--- config.mk ---
export PLATFORM = sky130hd
export DESIGN_NAME = instr_fetch_unit
export DESIGN_NICKNAME = d
export VERILOG_FILES = /design/src/rtl/instr_fetch_unit.sv
export SDC_FILE = /design/constraint.sdc
export NUM_CORES = 1
export LEC_CHECK = 0
export BUFFER_PORTS_ARGS = -buffer_cell sky130_fd_sc_hd__buf_2
export CAP_MARGIN = 20
export CELL_PAD_IN_SITES_DETAIL_PLACEMENT = 1
export CELL_PAD_IN_SITES_GLOBAL_PLACEMENT = 1
export CORE_MARGIN = 10
export CORE_UTILIZATION = 43
export CTS_CLUSTER_DIAMETER = 50
export CTS_CLUSTER_SIZE = 20
export DETAILED_ROUTE_END_ITERATION = 12
export PLACE_DENSITY_LB_ADDON = 0.08
export RECOVER_POWER = 100
export SKIP_LAST_GASP = 1
export SLEW_MARGIN = 15
export SYNTH_ARGS = -nofsm -noshare
export SYNTH_HDL_FRONTEND = slang
export SYNTH_SLANG_ARGS = --single-unit
export TNS_END_PERCENT = 1
--- constraint.sdc ---
create_clock -name clk -period 3.3 [get_ports clk]
set_input_delay 0.66 -clock clk [delete_from_list [all_inputs] [get_ports clk]]
set_output_delay 0.66 -clock clk [all_outputs]
set_load 0.05 [all_outputs]
--- src/rtl/instr_fetch_unit.sv ---
// Instruction-fetch front end: owns the fetch PC, drives the synchronous ROM and
// buffers returned words in a small FIFO for decode. Optional macro: FETCH_EARLY_JMP_EN.
module instr_fetch_unit #(
  parameter logic [9:0] RESET_PC   = 10'h000,
  parameter int         FIFO_DEPTH = 2,        // 2 or 4
  parameter logic [5:0] JMP_OPCODE = 6'h0F
) (
  input  logic        clk,
  input  logic        reset,
  input  logic        run,
  output logic [9:0]  pc,
  input  logic [15:0] instr_in,
  output logic        instr_valid,
  output logic [15:0] instr_out,
  output logic [9:0]  instr_pc,
  input  logic        instr_ready,
  input  logic        redirect_valid,
  input  logic [9:0]  redirect_pc
);

  localparam int PW = (FIFO_DEPTH > 2) ? 2 : 1;
  localparam int CW = 3;
  localparam logic [CW-1:0] DEPTH_C = CW'(FIFO_DEPTH);
`ifdef FETCH_EARLY_JMP_EN
  localparam logic EARLY_JMP = 1'b1;
`else
  localparam logic EARLY_JMP = 1'b0;
`endif

  logic [9:0]  fetch_pc_q, fetch_pc_d;
  logic [9:0]  tag_q, tag_d;
  logic        inflight_q, inflight_d;
  logic        discard_q, discard_d;
  logic [CW-1:0] count_q, count_d;
  logic [PW-1:0] rd_ptr_q, rd_ptr_d, wr_ptr_q, wr_ptr_d;
  logic [FIFO_DEPTH-1:0][15:0] fifo_instr_q, fifo_instr_d;
  logic [FIFO_DEPTH-1:0][9:0]  fifo_pc_q, fifo_pc_d;

  logic          pop, push, issue, jmp_take;
  logic [CW-1:0] occ, limit;

  assign instr_valid = (count_q != '0);
  assign instr_out   = instr_valid ? fifo_instr_q[rd_ptr_q] : 16'h0000;
  assign instr_pc    = instr_valid ? fifo_pc_q[rd_ptr_q] : 10'h000;
  assign pc          = fetch_pc_q;

  always_comb begin
    pop      = instr_valid & instr_ready & ~redirect_valid;
    push     = inflight_q & ~discard_q & ~redirect_valid;
    // count + inflight - pop < DEPTH, rearranged to avoid unsigned underflow
    occ      = count_q + {{(CW-1){1'b0}}, inflight_q};
    limit    = DEPTH_C + {{(CW-1){1'b0}}, pop};
    issue    = run & ~redirect_valid & (occ < limit);
    jmp_take = EARLY_JMP & push & (instr_in[15:10] == JMP_OPCODE);

    fetch_pc_d = fetch_pc_q;
    if (redirect_valid)  fetch_pc_d = redirect_pc;
    else if (jmp_take)   fetch_pc_d = instr_in[9:0];
    else if (issue)      fetch_pc_d = fetch_pc_q + 10'd1;

    inflight_d = issue;
    tag_d      = issue ? fetch_pc_q : tag_q;
    // the sequential successor issued alongside a taken jump is dead on return
    discard_d  = jmp_take & issue;

    fifo_instr_d = fifo_instr_q;
    fifo_pc_d    = fifo_pc_q;
    rd_ptr_d     = rd_ptr_q;
    wr_ptr_d     = wr_ptr_q;
    count_d      = count_q;
    if (redirect_valid) begin
      rd_ptr_d = '0;
      wr_ptr_d = '0;
      count_d  = '0;
    end else begin
      if (push) begin
        fifo_instr_d[wr_ptr_q] = instr_in;
        fifo_pc_d[wr_ptr_q]    = tag_q;
        wr_ptr_d               = wr_ptr_q + PW'(1);
      end
      if (pop) rd_ptr_d = rd_ptr_q + PW'(1);
      count_d = count_q + CW'(push) - CW'(pop);
    end
  end

  always_ff @(posedge clk) begin
    if (reset) begin
      fetch_pc_q <= RESET_PC;
      tag_q      <= '0;
      inflight_q <= 1'b0;
      discard_q  <= 1'b0;
      count_q    <= '0;
      rd_ptr_q   <= '0;
      wr_ptr_q   <= '0;
    end else begin
      fetch_pc_q <= fetch_pc_d;
      tag_q      <= tag_d;
      inflight_q <= inflight_d;
      discard_q  <= discard_d;
      count_q    <= count_d;
      rd_ptr_q   <= rd_ptr_d;
      wr_ptr_q   <= wr_ptr_d;
    end
  end

  // Storage is only observed through count/pointers, so it needs no reset.
  always_ff @(posedge clk) begin
    fifo_instr_q <= fifo_instr_d;
    fifo_pc_q    <= fifo_pc_d;
  end

endmodule

==> impl_metrics.tcl, run 1 <==
set metrics [dict create \
    status "finished, violations left" \
    violations "max-capacitance violations, max-slew violations" \
    min_to "fifo_pc_q[10]" \
    insertion_delay_ns 0.35 \
    core.rowCount 31 \
    ir_drop_v 0.000195 \
    reg2regPathDepth 10 \
    synth_area_mm2 0.00331 \
    dp_worst_setup_slack_ns 0.618 \
    synth_area_leaders "edfxtp_1 47%, dfxtp_1 16%, mux2i_1 7.9%" \
    wirelength_mm 7.43 \
    cts_setup_buffers 0 \
    post-route-drc-count 0 \
    synth-edff-count 52 \
    clk_path_buf_depth 2 \
    netlist.area_leader.share_pct 47.1 \
    skew_ns 0.0104 \
    fin_crit_sh_pct 82.7 \
    io_pins 68 \
    setup_viol 0 \
    via_per_inst 5.20 \
    crit_arrival_ns 2.07 \
    cts.sinks 78 \
    drive_above_1_share_pct 14.6 \
    syn_nets 308 \
    synthArstFlopShare_pct 0 \
    synth_area_leader_cell "edfxtp_1" \
    portBuffers 67 \
    cts_resized 0 \
    core_area_mm2 0.00737 \
    ant_nets 0 \
    hp-class "reg2reg" \
    power.leakage_nw 1.34 \
    antenna_found_initial 0 \
    yosys_warnings 0 \
    fp.dieH_um 108 \
    endpoint_kind "output port" \
    timing.final.ws_setup_ns 0.572 \
    cts-root-buf "clkbuf_8" \
    ys_seq_area_share_pct 62.8 \
    hold_depth 0 \
    startpoint_type "register" \
    r2r-end "count_q[2]" \
    grt_pass1_wl_mm 12.0 \
    r2r-start "count_q[1]" \
    post-dp-hpwl_mm 5.24 \
    grt_start_max_net_pins 29 \
    wl_per_cell_um 16.8 \
    die_x_um 108 \
    relSlewSlack_pct -5.60 \
    hold_path.startpoint "tag_q[0]" \
    gp_congestion 0.765 \
    die_area_mm2 0.0116 \
    rsz0062_at_grt "no" \
    fmax_mhz 367 \
    netlist_instances 271 \
    cts-buffers-inserted 9 \
    crit_required_ns 2.64 \
    ys_ff_latch 78 \
    min_period_ns 2.73 \
    synth-main-ff-cell "edfxtp_1" \
    avgSynthCellArea_um2 12.2 \
    slew_violations 54 \
    syn2layout_area_growth_pct 17.1 \
    clkTransAtPathRegs_ns 0.08 \
    hold_violations 0 \
    tightest_slew_ns 1.58 \
    htreeDepth 3 \
    start_util_pct 45.0 \
    ys_types 45 \
    worstSetupPathType "reg2out" \
    cts_hold_buf 0 \
    fin_hold_ws_ns 0.449 \
    track_usage_pct 13.0 \
    max-cap-violations 2 \
    pwr_density_cell_mw_per_mm2 498 \
    regToRegSetupSlack_ns 0.95 \
    drt_pass1_iterations 4 \
    cp_max_fo 14 \
    cts_tree "yes" \
    vias 2295 \
    grt_pass1_vias 2392 \
    tns_ns 0 \
    grt_overflow 0 \
    num_antenna_cells 0 \
    drtIter0Drc 75 \
    final_nets 374 \
]
-- flip-flops by register name, summed over array words and instances, names as in the netlist --
name	count
wr_ptr_q	1
fifo_pc_q	20
count_q	3
pc	10
tag_q	10
rd_ptr_q	1
fifo_instr_q	32
inflight_q	1
-- synthesized netlist by cell type (2+ instances only) --
| cell type | number |
|---|---|
| ha_1 | 5 |
| mux2i_1 | 26 |
| nand2_1 | 7 |
| o31ai_1 | 2 |
| and4_1 | 4 |
| nor4_1 | 2 |
| nand3_1 | 14 |
| o21ai_0 | 10 |
| edfxtp_1 | 52 |
| xnor2_1 | 4 |
| nor2b_1 | 3 |
| xor2_1 | 2 |
| and3_1 | 2 |
| nor2_1 | 38 |
| o31a_1 | 3 |
| and2_1 | 2 |
| a21oi_1 | 13 |
| buf_2 | 2 |
| nor4bb_1 | 2 |
| a31o_1 | 2 |
| inv_1 | 11 |
| clkbuf_1 | 11 |
| buf_1 | 3 |
| nand4_1 | 2 |
| a311oi_1 | 4 |
| dfxtp_1 | 26 |
-- final cells by class --
class | instances | area, um^2
fillers | 809 | 3490
flip-flops and latches | 78 | 2080
multi-input cells | 165 | 1120
repair buffers | 72 | 313
clock buffers | 11 | 141
well taps | 99 | 124
clock inverters | 5 | 58.8
inverters | 11 | 41.3
-- worst max path at each step --
stage / start / end / slack, ns / depth (start not counted)
final: rd_ptr_q / instr_pc[1] / 0.57 / 4
after CTS: rd_ptr_q / instr_pc[1] / 0.75 / 4
after global placement: redirect_valid / count_q[2] / 0.73 / 11
after detailed placement: redirect_valid / count_q[2] / 0.62 / 11
after global routing: redirect_valid / fifo_pc_q[11] / 0.36 / 5
after floorplan: redirect_valid / fifo_instr_q[0] / 0.46 / 5
-- metal layers --
layer / share of wire [%] / routed length (um) / up-vias / track usage (%)
met5: 0 / 0 / - / 0
met4: 0.90 / 67 / 0 / 4.58
met3: 3.8 / 281 / 6 / 4.37
met2: 49 / 3670 / 40 / 22.2
met1: 46 / 3420 / 1112 / 14.8
li1: - / - / 1137 / -
-- logic make-up after synthesis --
family          after synthesis  synth area share [%]
mux                          26                  7.85
flops                        78                  62.8
xor+xnor                      6                  1.59
compound gates               47                  9.78
simple gates                 80                  12.0
buf+inv                      28                  3.47
fa+ha+maj                     6                  2.49
-- placed cells by master, fill, tap and decap left out, types with 3 or more instances in the layout --
cell	count
and4_1	4
nand2_1	7
inv_1	11
clkbuf_1	43
a311oi_1	4
dfxtp_1	25
ha_1	5
mux2i_1	26
nor2_1	37
a21oi_1	13
nand3_1	14
edfxtp_1	52
xnor2_1	4
nor2b_1	3
o21ai_0	10
o31a_1	3
buf_2	27
clkbuf_8	10
-- through the flow --
step / std cells / instance area (um^2) / power [W] / utilization [%]
after floorplan: 271 / 3310 / 0.00120 / -
after global placement: 425 / 3740 / 0.00125 / 50.8
after detailed placement: 425 / 3740 / 0.00125 / 50.8
after CTS: 441 / 3950 / 0.00196 / 53.5
after global routing: 441 / 3880 / 0.00201 / 52.7
final: 441 / 3880 / 0.00193 / 52.7
-- critical path, cell delays in order (launching register included) --
cell	delay, ns
dfxtp_2	0.64
buf_4	0.36
mux2i_1	0.11
nor2_1	0.11
clkbuf_1	0.49
-- power breakdown --
| part | switching, W | total (W) | internal (W) |
|---|---|---|---|
| Clock | 0.000339 | 0.000709 | 0.000370 |
| Combinational | 0.000103 | 0.000146 | 0.0000425 |
| Sequential | 0.0000202 | 0.00108 | 0.00106 |
(Power assumes the default switching activity.)
==> run 2, diff against run 1 <==
==> constraint.sdc (replaced) <==
create_clock -name clk -period 2.7 [get_ports clk]
set_input_delay 0.54 -clock clk [delete_from_list [all_inputs] [get_ports clk]]
set_output_delay 0.54 -clock clk [all_outputs]
set_load 0.05 [all_outputs]
==> impl_metrics.tcl, run 2 (synthesis gave the netlist of run 1 again) <==
set metrics [dict create \
    hp-class "in2reg" \
    power.leakage_nw 1.44 \
    fillers 816 \
    power.internal_w 0.00189 \
    grt_pass1_wl_mm 12.2 \
    dp.cells 427 \
    cts_tree "yes" \
    largest_reg_flops 32 \
    r2r-start "count_q[1]" \
    core_area_mm2 0.00737 \
    hold_depth 1 \
    comb_power_share_pct 7.3 \
    start_util_pct 45.0 \
    slew_violations 0 \
    fmax_mhz 417 \
    rsz0062_at_grt "no" \
    sequentialPowerShare_pct 53.5 \
    fin_crit_sh_pct 88.9 \
    worstSetupPathType "reg2out" \
    wl_per_cell_um 16.8 \
    vias 2275 \
    hold_violations 0 \
    syn2layout_area_growth_pct 19.5 \
    fp.dieH_um 108 \
    setup_viol 0 \
    fin_cells 443 \
    skew_ns 0.0142 \
    cts-buffers-inserted 9 \
    tightest_slew_ns 1.49 \
    cts-root-buf "clkbuf_8" \
    dp_worst_setup_slack_ns 0.330 \
    startpoint_type "register" \
    drive_above_1_share_pct 21.5 \
    clkTransAtPathRegs_ns 0.08 \
    cts.sinks 78 \
    final_common_cell "edfxtp_1" \
    drt_pass1_iterations 4 \
    post-route-drc-count 0 \
    io_pins 68 \
    antenna_found_initial 0 \
    clock_power_share_pct 39.2 \
    portBuffers 67 \
    r2r-end "count_q[2]" \
    seq_area_mm2 0.00208 \
    hold_path.startpoint "instr_in[8]" \
    die_area_mm2 0.0116 \
    p_sw_share_pct 23.1 \
    min_period_ns 2.40 \
    wirelength_mm 7.45 \
    gp_congestion 0.800 \
    cts_hold_buf 0 \
    grt_pass1_vias 2354 \
    final_cell_mix "52 x edfxtp_1, 37 x nor2_1, 27 x clkbuf_2" \
    track_usage_pct 13.4 \
    ir_drop_v 0.000306 \
    multiInputGateArea_mm2 0.00112 \
    status "finished clean" \
    grt_overflow 0 \
    relSlewSlack_pct 0.516 \
    crit_arrival_ns 1.86 \
    min_to "fifo_instr_q[24]" \
    final_util_pct 53.7 \
    ant_nets 0 \
    timing.final.ws_setup_ns 0.300 \
    final_nets 376 \
    p_total_w 0.00246 \
    cts_setup_buffers 0 \
    reg2regPathDepth 10 \
    num_antenna_cells 0 \
    reg_top3 "fifo_instr_q x32, fifo_pc_q x20" \
    drtIter0Drc 71 \
    grt_start_max_net_pins 28 \
    max-cap-violations 0 \
    endpoint_kind "output port" \
    cp_max_fo 27 \
    netSwitchingPower_w 0.000569 \
    via_per_inst 5.14 \
    insertion_delay_ns 0.36 \
    pwr_density_cell_mw_per_mm2 622 \
    htreeDepth 3 \
    crit_required_ns 2.16 \
    core.rowCount 31 \
    regMostFlops "fifo_instr_q" \
    post-dp-hpwl_mm 5.30 \
    regToRegSetupSlack_ns 0.34 \
    die_x_um 108 \
    cts_resized 0 \
    clk_path_buf_depth 2 \
    tns_ns 0 \
]
-- run 2: cell types whose count changed in the layout (fill, tap and decap cells not counted), sizes merged --
cell    change
buf         -2
bufinv      +1
clkinv      -1
clkbuf      +4
-- run 2: layout make-up --
type | count | share of cell area [%]
Sequential cell | 78 | 52.6
Multi-Input combinational cell | 165 | 28.3
Clock buffer | 11 | 3.57
Tap cell | 99 | 3.13
Clock inverter | 5 | 2.12
Timing Repair Buffer | 74 | 9.23
Inverter | 11 | 1.04
-- run 2: worst max path at each step --
stage,start,to,slack (ns),cells after the start
after floorplan,redirect_valid,count_q[2],0.18,12
after global placement,count_q[1],count_q[2],0.42,10
after detailed placement,count_q[1],count_q[2],0.33,10
after CTS,count_q[1],count_q[2],0.31,10
after global routing,count_q[1],count_q[2],0.06,10
final,count_q[1],instr_pc[2],0.30,4
-- run 2: worst max-delay path, stage by stage (launching register included) --
cell and delay [ns]:
dfxtp_1 0.49, nor3_2 0.08, clkbuf_2 0.38, nor2_1 0.25, clkbuf_2 0.31
-- run 2: per-layer routing --
metal  global-route usage [%]  part of all wire (%)
met5                        0                     0
met4                     5.44                   1.6
met3                     4.31                   4.9
met2                     21.2                    49
met1                     16.4                    44
-- run 2: power by group through the flow --
stage	clock network, W	registers (W)	logic (W)
floorplan	0	0.00137	0.0000919
global placement	0	0.00134	0.000186
detailed placement	0	0.00134	0.000189
CTS	0.000990	0.00132	0.000190
global route	0.00104	0.00132	0.000199
finish	0.000965	0.00132	0.000180
-- run 2: per-stage QoR --
step,hold WS (ns),area [um^2]
finish,0.370,3960
global route,0.360,3960
CTS,0.356,4000
detailed placement,0.436,3770
global placement,0.431,3770
floorplan,0.419,3320
